File: src/rtl/nand_cpu_pkg.sv
// Shared types for the unified memory port arbiter.
// States, owner encoding, defaults and the priority pick.
package nand_cpu_pkg;

  localparam int PC_SIZE        = 16;
  localparam int DATA_W         = 8;
  localparam int STARVE_MAX_DEF = 4;
  localparam int TIMEOUT_DEF    = 16;

  typedef enum logic [1:0] {
    IDLE = 2'd0,
    BUSY = 2'd1,
    RESP = 2'd2
  } arb_state_t;

  typedef enum logic {
    OWN_IF = 1'b0,
    OWN_D  = 1'b1
  } owner_t;

  // Data wins unless fetch has waited through the full
  // starvation budget and is still asking.
  function automatic owner_t arb_pick(
    input logic if_req,
    input logic d_req,
    input logic starve_hit
  );
    owner_t o;
    o = OWN_IF;
    if (if_req && starve_hit) begin
      o = OWN_IF;
    end else if (d_req) begin
      o = OWN_D;
    end
    return o;
  endfunction

endpackage

File: src/rtl/mem_port_arbiter.sv
// Shares one variable-latency memory port between fetch (read)
// and load/store (read/write); data first, fetch never starved.
// Ports: clk, rst (sync, high); if_req/if_addr -> if_ready/if_rdata;
// d_req/d_we/d_addr/d_wdata -> d_ready/d_rdata;
// mem_req/we/addr/wdata -> memory, mem_ack/mem_rdata <- memory;
// timeout_err is a sticky flag for a memory that never answered.
module mem_port_arbiter #(
  parameter int ADDR_W     = nand_cpu_pkg::PC_SIZE,
  parameter int DATA_W     = nand_cpu_pkg::DATA_W,
  parameter int STARVE_MAX = nand_cpu_pkg::STARVE_MAX_DEF,
  parameter int TIMEOUT    = nand_cpu_pkg::TIMEOUT_DEF
) (
  input  logic              clk,
  input  logic              rst,
  input  logic              if_req,
  input  logic [ADDR_W-1:0] if_addr,
  output logic              if_ready,
  output logic [DATA_W-1:0] if_rdata,
  input  logic              d_req,
  input  logic              d_we,
  input  logic [ADDR_W-1:0] d_addr,
  input  logic [DATA_W-1:0] d_wdata,
  output logic              d_ready,
  output logic [DATA_W-1:0] d_rdata,
  output logic              mem_req,
  output logic              mem_we,
  output logic [ADDR_W-1:0] mem_addr,
  output logic [DATA_W-1:0] mem_wdata,
  input  logic              mem_ack,
  input  logic [DATA_W-1:0] mem_rdata,
  output logic              timeout_err
);
  import nand_cpu_pkg::*;

  localparam int SW = $clog2(STARVE_MAX + 1);
  localparam int TW = (TIMEOUT > 2) ? $clog2(TIMEOUT) : 1;

  localparam logic [SW-1:0] S_MAX = SW'(STARVE_MAX);
  localparam logic [TW-1:0] T_LST = TW'(TIMEOUT - 1);

  arb_state_t        state_q, state_d;
  owner_t            owner_q, owner_d;
  logic [SW-1:0]     starve_q, starve_d;
  logic [TW-1:0]     tmo_q, tmo_d;
  logic              mem_req_q, mem_req_d;
  logic              mem_we_q, mem_we_d;
  logic [ADDR_W-1:0] mem_addr_q, mem_addr_d;
  logic [DATA_W-1:0] mem_wdata_q, mem_wdata_d;
  logic              if_ready_q, if_ready_d;
  logic              d_ready_q, d_ready_d;
  logic [DATA_W-1:0] if_rdata_q, if_rdata_d;
  logic [DATA_W-1:0] d_rdata_q, d_rdata_d;
  logic              err_q, err_d;

  logic   starve_hit;
  owner_t pick;
  logic   done;
  logic [DATA_W-1:0] rdata_ret;

  assign starve_hit = (starve_q == S_MAX);

  always_comb begin
    state_d     = state_q;
    owner_d     = owner_q;
    starve_d    = starve_q;
    tmo_d       = tmo_q;
    mem_req_d   = mem_req_q;
    mem_we_d    = mem_we_q;
    mem_addr_d  = mem_addr_q;
    mem_wdata_d = mem_wdata_q;
    if_ready_d  = 1'b0;
    d_ready_d   = 1'b0;
    if_rdata_d  = if_rdata_q;
    d_rdata_d   = d_rdata_q;
    err_d       = err_q;
    pick        = arb_pick(if_req, d_req, starve_hit);
    done        = 1'b0;
    rdata_ret   = '0;

    unique case (state_q)
      IDLE: begin
        if (if_req || d_req) begin
          owner_d   = pick;
          mem_req_d = 1'b1;
          tmo_d     = '0;
          state_d   = BUSY;
          if (pick == OWN_D) begin
            mem_we_d    = d_we;
            mem_addr_d  = d_addr;
            mem_wdata_d = d_wdata;
            // Only data grants that bypass a waiting
            // fetch count toward starvation.
            if (!if_req) begin
              starve_d = '0;
            end else if (!starve_hit) begin
              starve_d = starve_q + SW'(1);
            end
          end else begin
            mem_we_d    = 1'b0;
            mem_addr_d  = if_addr;
            mem_wdata_d = '0;
            starve_d    = '0;
          end
        end
      end

      BUSY: begin
        // An ack on the last allowed cycle still wins.
        if (mem_ack) begin
          done      = 1'b1;
          rdata_ret = mem_we_q ? '0 : mem_rdata;
        end else if (tmo_q == T_LST) begin
          done  = 1'b1;
          err_d = 1'b1;
        end else begin
          tmo_d = tmo_q + TW'(1);
        end
        if (done) begin
          mem_req_d = 1'b0;
          state_d   = RESP;
          if (owner_q == OWN_D) begin
            d_rdata_d = rdata_ret;
            d_ready_d = 1'b1;
          end else begin
            if_rdata_d = rdata_ret;
            if_ready_d = 1'b1;
          end
        end
      end

      RESP: begin
        state_d = IDLE;
      end

      default: begin
        state_d = IDLE;
      end
    endcase
  end

  always_ff @(posedge clk) begin
    if (rst) begin
      state_q     <= IDLE;
      owner_q     <= OWN_IF;
      starve_q    <= '0;
      tmo_q       <= '0;
      mem_req_q   <= 1'b0;
      mem_we_q    <= 1'b0;
      mem_addr_q  <= '0;
      mem_wdata_q <= '0;
      if_ready_q  <= 1'b0;
      d_ready_q   <= 1'b0;
      if_rdata_q  <= '0;
      d_rdata_q   <= '0;
      err_q       <= 1'b0;
    end else begin
      state_q     <= state_d;
      owner_q     <= owner_d;
      starve_q    <= starve_d;
      tmo_q       <= tmo_d;
      mem_req_q   <= mem_req_d;
      mem_we_q    <= mem_we_d;
      mem_addr_q  <= mem_addr_d;
      mem_wdata_q <= mem_wdata_d;
      if_ready_q  <= if_ready_d;
      d_ready_q   <= d_ready_d;
      if_rdata_q  <= if_rdata_d;
      d_rdata_q   <= d_rdata_d;
      err_q       <= err_d;
    end
  end

  assign mem_req     = mem_req_q;
  assign mem_we      = mem_we_q;
  assign mem_addr    = mem_addr_q;
  assign mem_wdata   = mem_wdata_q;
  assign if_ready    = if_ready_q;
  assign d_ready     = d_ready_q;
  assign if_rdata    = if_rdata_q;
  assign d_rdata     = d_rdata_q;
  assign timeout_err = err_q;

endmodule

File: config.mk
export PLATFORM = sky130hd
export DESIGN_NAME = mem_port_arbiter
export DESIGN_NICKNAME = d
export VERILOG_FILES = /design/src/rtl/nand_cpu_pkg.sv /design/src/rtl/mem_port_arbiter.sv
export SDC_FILE = /design/constraint.sdc
export NUM_CORES = 1
export LEC_CHECK = 0
export BUFFER_PORTS_ARGS = -buffer_cell sky130_fd_sc_hd__buf_4
export CAP_MARGIN = 10
export CELL_PAD_IN_SITES_DETAIL_PLACEMENT = 0
export CELL_PAD_IN_SITES_GLOBAL_PLACEMENT = 1
export CORE_MARGIN = 2
export CORE_UTILIZATION = 31
export CTS_CLUSTER_DIAMETER = 100
export DETAILED_ROUTE_END_ITERATION = 12
export PLACE_DENSITY_LB_ADDON = 0.1
export SETUP_SLACK_MARGIN = 0.05
export SLEW_MARGIN = 20
export SYNTH_ARGS = -nofsm -noshare
export SYNTH_HDL_FRONTEND = slang
export SYNTH_SLANG_ARGS = --single-unit
File: constraint.sdc
create_clock -name clk -period 1.4 [get_ports clk]
set_input_delay 0.28 -clock clk [delete_from_list [all_inputs] [get_ports clk]]
set_output_delay 0.28 -clock clk [all_outputs]
set_load 0.005 [all_outputs]
==> results.md <==
* Setup violators final at 0
* Largest stage delay, worst path at 350 ps
* Mapped Nets at 313
* Synthesis-to-layout area growth at 48.1%
* Crit Path Max Fanout at 4
* Seq cells post-synth at 55
* Post-Route Skew at 5.22 ps
* Combined buffer and inverter count along the critical path at 0
* Ys Warns at 0
* Sw frac at 29.1%
* 1st-pass router iterations at 4
* Clk_lat worst skew at 320 ps
* RSZ-0062 raised after global routing: yes
* Clk slew on worst S/H paths at 110 ps
* Area of the core at 0.00765 mm2
* Number of core rows at 32
* Part of the Yosys area used for sequential elements at 45.5%
* Final hold vios at 0
* Most common cell after layout, fill and taps aside: buf_4
* Number of buffers added on ports at 98
* Pin count of the biggest net entering global routing at 25
* Slowest stage cell, crit path: dfxtp_2
* Rel. slew slack at 74.9%
* Stages on the worst setup path at 4
* Crit end category: flop
* Peak Freq at 751 MHz
* GP Congestion at 0.717
* Distinct cells, synth at 47
* Placed inst area at 0.00339 mm2
* Layout cells sized above 1 at 47.7%
* TritonCTS Buffers at 5
* Setup slack after layout at 68.0 ps
* Commonest cells after routing, fill and taps aside: 121 x buf_4, 48 x dfxtp_1, 32 x a21oi_1, 22 x o21ai_0, 20 x nand3_1
* WP data required at 1650 ps
* Antenna-violating nets left at 0
* Post-route cell area at 0.00358 mm2
* Die H at 92.4 um
* Synth Area per Inst at 9.45 um2
* Ant. Diodes at 0
* CP cell instances: ha_4 > a31o_4 > or3_1 > a21oi_1
* Sequential share of power at 50.3%
* HP Class: input port to flop
* Final nets at 423
* First-pass GRT wire length at 11.9 mm
* Critical path's top delay family: compound AO/OA/AOI/OAI gates
* Internal power at 2430 uW
* Remaining DRCs at 0
* DR iter-0 viols at 89
* Routed wire per std cell at 16.0 um
* CTS tree: yes
* WHS Path Cells at 2
* WS Path Type: flop to flop
* Worst IR drop on VDD at 0.448 mV
* Comb pwr share at 21.8%
* Total grt overflow at 0
* Critical Path AT at 1580 ps
* Max-slew violations at 0
* Vias at 2451
* Max-cap violation count at 0
* Post-route minimum period at 1330 ps
* Asr flop ratio synth at 0%
* Initial Util at 31.6%
* Slew @ Worst Pin at 377 ps
* Clock sink count at 55
* Fill count at 758
* Htree depth at 2
* Number of global-route vias before repair at 2417
* Hold_buf cts at 0
* Leak at 0.00148 uW
* Routed wire length at 7.52 mm
* All-Layer GR Usage at 17.4%
* Post-Syn Area at 0.00242 mm2
* Hpwl dp at 5.14 mm
* Period Utilization, post-route at 95.1%
* IO Pins at 99
* CTS Buffer Depth at 2
* Die Area at 0.00853 mm2
* CP startpoint kind: flop
* Ys flop type: dfxtp_1
* Outcome: finished clean
* PwrDens at 959 mW/mm2
* CTS root buf: clkbuf_8
* Horiz. Die Dim at 92.4 um
* Initial antenna violation count at 0
* Post-synth EDFFs at 0
* Vias/cell at 5.23
* Post-Synthesis Cells at 256
* Post-placement setup slack at -1.74 ps
* Worst reg2reg path depth at 4
* Clk network pwr share at 27.9%
* Psw at 1000 uW
## Yosys cell counts (2+ instances only)
master | number | area [um2]
o221ai_1 | 2 | 17.5
buf_6 | 3 | 33.8
a31oi_2 | 2 | 25.0
o21ai_0 | 26 | 130
o211ai_1 | 2 | 15.0
a22o_1 | 3 | 26.3
buf_4 | 5 | 37.5
a22o_2 | 13 | 130
nor4_1 | 2 | 12.5
buf_1 | 2 | 7.51
o21ai_1 | 4 | 20.0
nor4_4 | 2 | 42.5
a21oi_1 | 32 | 160
a311oi_1 | 16 | 140
clkbuf_1 | 6 | 22.5
inv_1 | 4 | 15.0
nand4_1 | 12 | 75.1
buf_2 | 8 | 40.0
a211oi_1 | 2 | 15.0
nor2_1 | 3 | 11.3
nand3_1 | 20 | 100
nand2_1 | 3 | 11.3
a31oi_1 | 3 | 18.8
nor3b_1 | 2 | 15.0
ha_1 | 3 | 37.5
dfxtp_1 | 55 | 1100
## sequential cells by signal (all words and copies together), names as in the netlist
name and flops:
tmo_q 4, mem_wdata 8, if_rdata 8, d_ready 1
mem_we 1, if_ready 1, timeout_err 1, d_rdata 8
mem_req 1, starve_q 3, mem_addr 16, owner_q 1
state_q 2
## through the flow
step	power [uW]	utilization [%]	TNS [ps]	cells	hold WS, ps
after floorplan	2090	-	0	256	413
after global placement	2480	44.3	0	457	457
after detailed placement	2480	44.3	-2.42	457	463
after CTS	3440	46.0	0	467	177
after global routing	3590	46.9	0	469	177
final	3440	46.9	0	469	186
## path summary, 6_finish.rpt
| path | endpoint | slack (ps) | start |
|---|---|---|---|
| max reg2reg | tmo_q[0] | 70 | tmo_q[0] |
| max | tmo_q[0] | 70 | tmo_q[0] |
| min | d_rdata[5] | 190 | mem_rdata[5] |
| min reg2reg | mem_wdata[4] | 480 | mem_wdata[4] |
## layout make-up
class | instances | area [um2] | share of cell area (%)
clock buffers | 5 | 68.8 | 1.92
clock inverters | 3 | 26.3 | 0.733
inverters | 5 | 18.8 | 0.524
multi-input cells | 172 | 1230 | 34.3
flip-flops and latches | 55 | 1110 | 31.0
well taps | 102 | 128 | 3.56
repair buffers | 127 | 1000 | 28.0
## cell families after synthesis
group	synth area share [%]
DFF	45.5
buffers and inverters	6.82
and+or+nand+nor	15.9
AOI/OAI and AO/OA	30.2
adders and majority gates	1.55
## per-layer routing
metal  share of wire, %  track usage (%)  wire length (um)  vias up
met2                 48             28.6              3640       94
met1                 44             22.6              3290     1145
met5                  0                0                 0        -
met3                7.0             4.48               528        6
met4               0.86             4.85                65        0
li1                   -                -                 -     1206
## power by group through the flow
stage | clock (uW) | sequential (uW) | combinational, uW
2_1_floorplan | 0 | 1750 | 336
3_3_place_gp | 0 | 1760 | 716
3_5_place_dp | 0 | 1760 | 721
4_1_cts | 982 | 1730 | 730
5_1_grt | 1040 | 1740 | 812
6_report | 958 | 1730 | 749
## timing repair
action	CTS	global route
cloned	1	0
setup endpoints to repair	30	43
setup buffers	1	2
pin swaps	2	13
gates resized for setup	4	20
Power figures use the tool's default switching activity.
